`config.mk`:
```
export PLATFORM = sky130hd
export DESIGN_NAME = bram_rom_arbiter
export DESIGN_NICKNAME = d
export VERILOG_FILES = /design/src/rtl/rom_arb_pkg.sv /design/src/rtl/rr_arbiter.sv /design/src/rtl/bram_rom_arbiter.sv
export SDC_FILE = /design/constraint.sdc
export NUM_CORES = 1
export LEC_CHECK = 0
export ABC_CLOCK_PERIOD_IN_PS = 1800
export BUFFER_PORTS_ARGS = -buffer_cell sky130_fd_sc_hd__buf_2
export CAP_MARGIN = 20
export CORE_UTILIZATION = 30
export CTS_BUF_LIST = sky130_fd_sc_hd__clkbuf_4
export CTS_CLUSTER_SIZE = 20
export DETAILED_ROUTE_END_ITERATION = 10
export HOLD_SLACK_MARGIN = 0.1
export SETUP_SLACK_MARGIN = 0.2
export SYNTH_ARGS = -nofsm -noshare
export SYNTH_HDL_FRONTEND = slang
export SYNTH_SLANG_ARGS = --single-unit
```
`constraint.sdc`:
```
create_clock -name clk_i -period 1.8 [get_ports clk_i]
set_input_delay 0.36 -clock clk_i [delete_from_list [all_inputs] [get_ports clk_i]]
set_output_delay 0.36 -clock clk_i [all_outputs]
set_load 0.02 [all_outputs]
```
`src/rtl/rom_arb_pkg.sv`:
```
`default_nettype none
// ============================================================================
// Module   : rom_arb_pkg
// Purpose  : Shared types and helpers for the BRAM ROM arbiter.
//            - lock_state_t : lock FSM state encoding (UNLOCKED / LOCKED)
//            - idx_width()  : requester-index width, never less than 1 bit
//            - wrap_inc()   : modulo-n increment used by the round-robin pointer
// Revision : 1.0 - initial release
// ============================================================================
package rom_arb_pkg;

    typedef enum logic [0:0] {
        UNLOCKED = 1'b0,
        LOCKED   = 1'b1
    } lock_state_t;

    // A single requester still needs a 1-bit index so that vectors stay legal.
    function automatic int idx_width(input int n);
        return (n > 1) ? $clog2(n) : 1;
    endfunction

    function automatic int wrap_inc(input int k, input int n);
        return (k >= n - 1) ? 0 : k + 1;
    endfunction

endpackage
`default_nettype wire

```
`src/rtl/rr_arbiter.sv`:
```
`default_nettype none
// ============================================================================
// Module   : rr_arbiter
// Purpose  : Combinational rotate-priority encoder. Searches req starting at
//            index ptr, wrapping modulo N, and returns the first hit.
// Ports    : req [N-1:0]  - request vector
//            ptr [IW-1:0] - highest-priority index (0..N-1)
//            gnt [N-1:0]  - one-hot winner (zero when no request)
//            idx [IW-1:0] - encoded winner (zero when no request)
// Revision : 1.0 - initial release
// ============================================================================
module rr_arbiter
    import rom_arb_pkg::*;
#(
    parameter int N  = 2,
    parameter int IW = idx_width(N)
) (
    input  logic [N-1:0]  req,
    input  logic [IW-1:0] ptr,
    output logic [N-1:0]  gnt,
    output logic [IW-1:0] idx
);

    logic          w_found;
    logic [IW-1:0] w_cand;

    always_comb begin
        gnt     = '0;
        idx     = '0;
        w_found = 1'b0;
        w_cand  = '0;
        for (int i = 0; i < N; i++) begin
            w_cand = IW'((int'(ptr) + i) % N);
            if (!w_found && req[w_cand]) begin
                w_found     = 1'b1;
                gnt[w_cand] = 1'b1;
                idx         = w_cand;
            end
        end
    end

endmodule
`default_nettype wire

```
`src/rtl/bram_rom_arbiter.sv`:
```
`default_nettype none
// ============================================================================
// Module   : bram_rom_arbiter
// Purpose  : Round-robin arbiter sharing one synchronous-read BRAM ROM among
//            NumReq_p requesters, with optional per-requester locking and a
//            two-stage tag pipeline that routes returned words back.
// Ports    : clk_i       - clock (shared with the ROM)
//            rst_i       - synchronous active-high reset
//            req_i       - per-requester read request, held until granted
//            lock_i      - per-requester lock, sampled for the current owner
//            addr_i      - packed addresses, requester k at [k*memSize_p +:]
//            gnt_o       - one-hot combinational grant
//            rvalid_o    - one-hot registered return strobe
//            rdata_o     - registered read data, broadcast
//            rom_addr_o  - combinational ROM address
//            rom_data_i  - ROM read data (one-cycle registered in the ROM)
// Revision : 1.0 - initial release
// ============================================================================
module bram_rom_arbiter
    import rom_arb_pkg::*;
#(
    parameter int NumReq_p    = 2,
    parameter int memSize_p   = 8,
    parameter int dataWidth_p = 16
) (
    input  logic                          clk_i,
    input  logic                          rst_i,
    input  logic [NumReq_p-1:0]           req_i,
    input  logic [NumReq_p-1:0]           lock_i,
    input  logic [NumReq_p*memSize_p-1:0] addr_i,
    output logic [NumReq_p-1:0]           gnt_o,
    output logic [NumReq_p-1:0]           rvalid_o,
    output logic [dataWidth_p-1:0]        rdata_o,
    output logic [memSize_p-1:0]          rom_addr_o,
    input  logic [dataWidth_p-1:0]        rom_data_i
);

    localparam int c_IDX_W = idx_width(NumReq_p);

    lock_state_t           r_state;
    logic [NumReq_p-1:0]   r_owner_oh;
    logic [c_IDX_W-1:0]    r_owner_idx;
    logic [c_IDX_W-1:0]    r_ptr;
    logic [NumReq_p-1:0]   r_tag1;

    logic [NumReq_p-1:0]   w_arb_req;
    logic [NumReq_p-1:0]   w_gnt;
    logic [c_IDX_W-1:0]    w_idx;
    logic                  w_any;
    logic                  w_win_lock;
    logic                  w_owner_lock;

    // Grants are suppressed during reset; while locked only the owner may
    // compete, so the others wait even when the owner is idle.
    always_comb begin
        w_arb_req = req_i;
        if (rst_i) begin
            w_arb_req = '0;
        end else if (r_state == LOCKED) begin
            w_arb_req = req_i & r_owner_oh;
        end
    end

    rr_arbiter #(
        .N  (NumReq_p),
        .IW (c_IDX_W)
    ) u_rr_arbiter (
        .req (w_arb_req),
        .ptr (r_ptr),
        .gnt (w_gnt),
        .idx (w_idx)
    );

    assign gnt_o        = w_gnt;
    assign w_any        = |w_gnt;
    assign w_win_lock   = |(lock_i & w_gnt);
    assign w_owner_lock = |(lock_i & r_owner_oh);

    // One-hot address mux; zero when nothing is granted.
    always_comb begin
        rom_addr_o = '0;
        for (int k = 0; k < NumReq_p; k++) begin
            if (w_gnt[k]) begin
                rom_addr_o = addr_i[k*memSize_p +: memSize_p];
            end
        end
    end

    always_ff @(posedge clk_i) begin
        if (rst_i) begin
            r_state     <= UNLOCKED;
            r_owner_oh  <= '0;
            r_owner_idx <= '0;
            r_ptr       <= '0;
            r_tag1      <= '0;
            rvalid_o    <= '0;
            rdata_o     <= '0;
        end else begin
            // Stage 1 tags the ROM access issued this cycle; stage 2 lines
            // the tag up with the word the ROM presents one cycle later.
            r_tag1   <= w_gnt;
            rvalid_o <= r_tag1;
            if (|r_tag1) begin
                rdata_o <= rom_data_i;
            end

            case (r_state)
                UNLOCKED: begin
                    if (w_any) begin
                        r_ptr <= c_IDX_W'(wrap_inc(int'(w_idx), NumReq_p));
                        if (w_win_lock) begin
                            r_state     <= LOCKED;
                            r_owner_oh  <= w_gnt;
                            r_owner_idx <= w_idx;
                        end
                    end
                end
                LOCKED: begin
                    // The owner's grant in the release cycle is already
                    // served; the others resume from the slot after it.
                    if (!w_owner_lock) begin
                        r_state <= UNLOCKED;
                        r_ptr   <= c_IDX_W'(wrap_inc(int'(r_owner_idx), NumReq_p));
                    end
                end
                default: begin
                    r_state <= UNLOCKED;
                end
            endcase
        end
    end

endmodule
`default_nettype wire

```
==> run_results.csv, run 1 <==
group,metric,value,unit
run_status,outcome,"finished with violations",
run_status,violated_checks,"negative setup slack",
pwr,cellLeakagePower,0.000816,µW
clocking,clk_root_buffer_cell,"clkbuf_4",
clocking,clock_transition_at_the_registers_of_the_reported_paths,120,ps
sta,maxSlewViolCount,0,
cells_and_area,antennaDiodeCount,0,
critical_path,timing.critical_path.from_type,"flip-flop",
clocking,cts.htree.levels,1,
cells_and_area,layout-drive-gt1-share,51.3,%
sta,fin_crit_sh,115,%
sta,finalSetupViolations,9,
floorplanning,pin_count,66,
critical_path,path_class,"reg2out",
logic_synthesis,synthesis.area,1040,µm²
cells_and_area,num-nets-final,234,
place,hpwl,1.96,mm
logic_synthesis,synth_cell_type_count,26,
global_routing,grt_antenna_before_repair,0,
logic_synthesis,synth.area.top_cells,"dfxtp_1 (48%), nand2_1 (12%), a21oi_1 (8.2%)",
place,placed_area,1520,µm²
sta,setup_tns,-2170,ps
cells_and_area,final_area,1690,µm²
logic_synthesis,synth_largest_area_cell,"dfxtp_1",
route,viasPerCell,4.74,
critical_path,endpoint_kind,"output port",
critical_path,crit_arrival,1700,ps
sta,setup_repair_after_global_routing_missed_its_margin,"true",
clocking,cts_buffer_depth,2,
global_routing,grt_first_pass_wirelength,4.38,mm
hold_path,holdPathStages,3,
route,routed_wl,2.77,mm
clocking,tritoncts.num_buffers,3,
floorplanning,die_area,3700,µm²
critical_path,critical_path_maximum_fanout,4,
pwr,power_density,745,nW/µm²
floorplanning,floorplan.die.width,60.8,µm
route,ant_nets,0,
global_routing,grt_max_degree,26,
logic_synthesis,netlist.area_leader.share,48.2,%
cells_and_area,layout.cells.most_common,"buf_2",
logic_synthesis,synth_seq_cells,25,
cells_and_area,mostFrequentLayoutCells,"buf_2 (55), nand2_1 (33), dfxtp_1 (22)",
cells_and_area,final-instance-count-excl-fill,239,
floorplanning,number_of_cell_rows,20,
route,drt_drc_violations_left,0,
critical_path,reg2reg_setup_slack,370,ps
critical_path,worst-endpoint-required,1440,ps
floorplanning,core_region_area,3180,µm²
global_routing,grt-ovfl-total,0,
cells_and_area,area_delta_synth_final,62.8,%
critical_path,r2r.worst_path.cells,5,
hold_path,hold_path_class,"in2reg",
clocking,cts_tree,"done",
global_routing,grt_util_all_layers,16.2,%
place,numPortBuffers,65,
floorplanning,effective_utilization_at_floorplan,32.7,%
logic_synthesis,post_synth.cell_area_avg,8.65,µm²
place,place.detailed.instances,228,
global_routing,first_global_vias,1086,
pwr,worst_ir_drop_vdd,0.258,mV
route,drt_pass1_iterations,4,
sta,final-hold-violation-count,0,
sta,maxSlewHeadroom,74.2,%
sta,setup_slack,-262,ps
route,vias,1134,
sta,worst_slew_pin_slew,385,ps
sta,largest_clock_skew_in_the_final_design,0.604,ps
logic_synthesis,post_synthesis_cell_count,120,
sta,finalWorstPathRequiredPeriod,2060,ps
cells_and_area,n_fill_cell,306,
clocking,cts_hold_repair.buffers,0,
flow_run,maxCapViolations,0,
clocking,clock-sinks,25,
route,wire_per_inst,11.6,µm
route,first_iter_violations,65,
logic_synthesis,synth_sequential_area_ratio,48.2,%
clocking,clkLatencyLatePin,310,ps
floorplanning,die_height,60.8,µm
logic_synthesis,yosys_warnings,0,
sta,max_clock_freq,0.485,GHz
logic_synthesis,mappedNetlistNets,158,
place,globalplace.congestion,0.880,
[path summary, 6_finish.rpt]
kind,endpoint,from
setup / recovery,rom_addr_o[1],r_owner_oh[0]
hold / removal,rdata_o[14],rom_data_i[14]
setup reg to reg,r_owner_oh[0],r_state
hold reg to reg,rdata_o[10],rdata_o[10]
[kinds of logic (layout without fill, tap and decap cells)]
logic type             Yosys count  after routing  synth area share, %
and+or+nand+nor                 51             51                 23.0
AOI/OAI and AO/OA               35             35                 24.8
DFF                             25             25                 48.2
buffers and inverters            9             84                 3.98
[layer usage]
layer  track usage (%)  vias to the layer above  share of wire, %
li1                  -                      566                 -
met1              17.1                      516                40
met2              30.6                       47                52
met5                 0                        -                 0
met3              3.20                        5               6.3
met4              7.79                        0               1.6
[registers in the layout (all words and copies together), names as in the netlist]
signal / cells
r_tag1: 2
r_ptr: 1
rvalid_o: 2
r_state: 1
rdata_o: 16
r_owner_oh: 2
r_owner_idx: 1
[synthesized netlist by cell type]
master,number
clkbuf_1,6
and2b_1,1
nor3_2,2
nor4_1,1
o32ai_1,1
nor3_1,3
a2bb2oi_1,1
a21oi_1,17
nor2_1,3
o21a_1,3
and3_1,1
dfxtp_1,25
nand3_1,1
a311oi_4,1
nand2b_2,1
o21ai_0,1
buf_6,1
a22o_2,8
nor2b_1,3
and2b_4,1
or2_2,1
nand2_1,33
a22oi_1,1
inv_1,2
a31oi_1,1
a211oi_1,1
[stage by stage]
stage	utilization, %	power [µW]	hold slack [ps]	worst slack (ps)
global placement	47.7	957	435	43.8
global route	53.2	1330	265	-323
finish	53.2	1260	274	-262
floorplan	-	837	433	105
detailed placement	47.7	965	442	17.8
CTS	53.0	1270	261	-273
[repair_timing]
item                       4_1_cts  5_1_grt
gates cloned                     1        0
pin swaps                        2        1
buffers inserted                 5        1
setup endpoints to repair       10       10
gates resized for setup         26        0
[final cells by class]
type | instances | area [µm²] | share of cell area, %
clock buffer | 4 | 30.0 | 1.78
inverter | 2 | 7.51 | 0.444
multi-input combinational | 86 | 569 | 33.7
sequential | 25 | 507 | 30.0
tap | 44 | 55.1 | 3.26
timing repair buffer | 78 | 522 | 30.9
[report_power, final]
part	internal, µW	leakage [µW]	total, µW	switching [µW]
sequential	593	0.000207	615	21.9
clock	102	0.0000184	256	154
combinational	190	0.000591	389	199
[worst max-delay path: stages (launching register included)]
cell and delay (ps):
dfxtp_2 340, and2b_4 260, a311oi_4 40, and2b_2 260, buf_16 150, a22o_4 210, buf_6 130
No activity file was read; power rests on OpenSTA's default activity.
==> run 2, diff against run 1 <==
- PLACE_DENSITY: unset -> 0.59
==> run_results.csv, run 2 (synthesis gave the netlist of run 1 again) <==
group,metric,value,unit
global_routing,grt_antenna_before_repair,0,
sta,holdWs,266,ps
cells_and_area,layout-drive-gt1-share,50.8,%
clocking,clock_transition_at_the_registers_of_the_reported_paths,140,ps
route,vias,1120,
sta,final-hold-violation-count,0,
global_routing,grt_max_degree,19,
cells_and_area,layout.cells.most_common,"buf_2",
global_routing,grt_util_all_layers,15.3,%
run_status,outcome,"finished with violations",
route,viasPerCell,4.73,
sta,finalSetupViolations,10,
cells_and_area,n_fill_cell,307,
sta,fin_crit_sh,115,%
sta,setup_slack,-277,ps
route,drt_drc_violations_left,0,
cells_and_area,mostFrequentLayoutCells,"buf_2 (55), nand2_1 (33), dfxtp_1 (22)",
critical_path,endpoint_kind,"output port",
clocking,cts_hold_repair.buffers,0,
floorplanning,number_of_cell_rows,20,
sta,maxSlewHeadroom,72.7,%
floorplanning,pin_count,66,
run_status,violated_checks,"negative setup slack",
floorplanning,die_area,3700,µm²
cells_and_area,area_delta_synth_final,63.9,%
critical_path,r2r_end,"r_owner_oh[0]",
cells_and_area,largest_reg_flops,16,
critical_path,startpoint,"r_owner_oh[0]",
pwr,worst_ir_drop_vdd,0.335,mV
critical_path,critical_path_buf_inv_count,2,
critical_path,cpPeakStageDelay,350,ps
cells_and_area,final-instance-count-excl-fill,237,
place,hpwl,1.99,mm
clocking,clk_root_buffer_cell,"clkbuf_4",
critical_path,crit_arrival,1720,ps
clocking,clock-sinks,25,
route,ant_nets,0,
route,wire_per_inst,11.5,µm
hold_path,hold_path_class,"in2reg",
clocking,cts_tree,"done",
floorplanning,die_height,60.8,µm
clocking,tritoncts.num_buffers,3,
clocking,clkLatencyLatePin,310,ps
place,post-place-ws,27.6,ps
critical_path,timing.critical_path.from_type,"flip-flop",
pwr,cellLeakagePower,0.000808,µW
sta,maxSlewViolCount,0,
critical_path,crit_end,"rom_addr_o[7]",
cells_and_area,registers.top_by_ff_count,"rdata_o",
floorplanning,core_region_area,3180,µm²
floorplanning,floorplan.die.width,60.8,µm
floorplanning,effective_utilization_at_floorplan,32.7,%
sta,finalWorstPathRequiredPeriod,2080,ps
critical_path,r2r.worst_path.cells,5,
critical_path,crit_slowest_cell,"dfxtp_2",
global_routing,first_global_vias,1012,
global_routing,grt-ovfl-total,0,
critical_path,worstPathCellList,"and2b_4 > a311oi_4 > and2b_2 > buf_16 > a22o_4 > buf_6",
cells_and_area,postLayoutCoreUtil,53.5,%
critical_path,critical_path_maximum_fanout,4,
clocking,cts.htree.levels,1,
global_routing,grt_first_pass_wirelength,4.22,mm
route,routed_wl,2.73,mm
critical_path,path_class,"reg2out",
cells_and_area,antennaDiodeCount,0,
place,numPortBuffers,65,
route,drt_pass1_iterations,4,
critical_path,worst-endpoint-required,1440,ps
route,first_iter_violations,46,
sta,setup_repair_after_global_routing_missed_its_margin,"true",
place,globalplace.congestion,0.883,
critical_path,critical_path.reg2reg.startpoint,"r_state",
clocking,cts_buffer_depth,2,
critical_path,crit_family,"simple AND/OR/NAND/NOR gates",
sta,largest_clock_skew_in_the_final_design,4.04,ps
cells_and_area,num-nets-final,232,
sta,max_clock_freq,0.482,GHz
sta,worst_slew_pin_slew,406,ps
place,place.detailed.instances,230,
critical_path,crit_cells,6,
critical_path,reg2reg_setup_slack,400,ps
flow_run,maxCapViolations,0,
pwr,power_density,742,nW/µm²
-- run 2: changes by cell type in the layout (fill, tap and decap cells not counted) --
cell and change:
buf_12 +1, clkbuf_4 -1, buf_6 -1, buf_4 -3
clkbuf_16 +1, clkinvlp_4 +1
-- run 2: final cells by class --
| cell class | count | area, µm² | area share, % |
|---|---|---|---|
| inverter | 2 | 7.51 | 0.441 |
| sequential | 25 | 507 | 29.8 |
| clock inverter | 1 | 7.51 | 0.441 |
| multi-input combinational | 86 | 569 | 33.5 |
| timing repair buffer | 76 | 533 | 31.3 |
| clock buffer | 3 | 22.5 | 1.32 |
| tap | 44 | 55.1 | 3.24 |
-- run 2: stage by stage --
stage	total power (µW)	area [µm²]	TNS, ps
3_5_place_dp	975	1540	0
5_1_grt	1340	1700	-3250
2_1_floorplan	837	1110	0
6_report	1260	1700	-2430
3_3_place_gp	966	1540	0
4_1_cts	1270	1680	-2470
-- run 2: where the power goes --
group	total (µW)	switching (µW)	internal, µW
combinational	392	198	194
clock	256	171	84.7
sequential	615	22.5	593
-- run 2: worst min path at each step --
stage	to	startpoint	slack, ps	cells past startpoint
after global placement	rdata_o[2]	rdata_o[2]	440	2
after detailed placement	rdata_o[3]	rdata_o[3]	450	2
after CTS	rdata_o[4]	rom_data_i[4]	260	3
after floorplan	r_owner_idx	r_owner_idx	430	1
final	rdata_o[4]	rom_data_i[4]	270	3
after global routing	rdata_o[4]	rom_data_i[4]	250	3
-- run 2: routing by layer --
metal	part of all wire [%]	vias up	GRT usage, %
li1	-	564	-
met1	43	506	16.6
met2	51	48	29.4
met3	6.3	2	3.41
met4	0.29	0	4.22
met5	0	-	0
-- run 2: worst register-to-register path: cells and delay by family (launching register included) --
kind / cells / cell delay (ps)
flip-flops: 1 / 390
buffers and inverters: 1 / 140
AO/OA/AOI/OAI: 1 / 150
AND/OR/NAND/NOR: 3 / 610
-- run 2: repair_timing --
action                     4_1_cts  5_1_grt
buffers inserted                 1        0
pin swaps                        2        1
setup endpoints to repair       10       10
resized for setup               25        0
gates cloned                     1        1
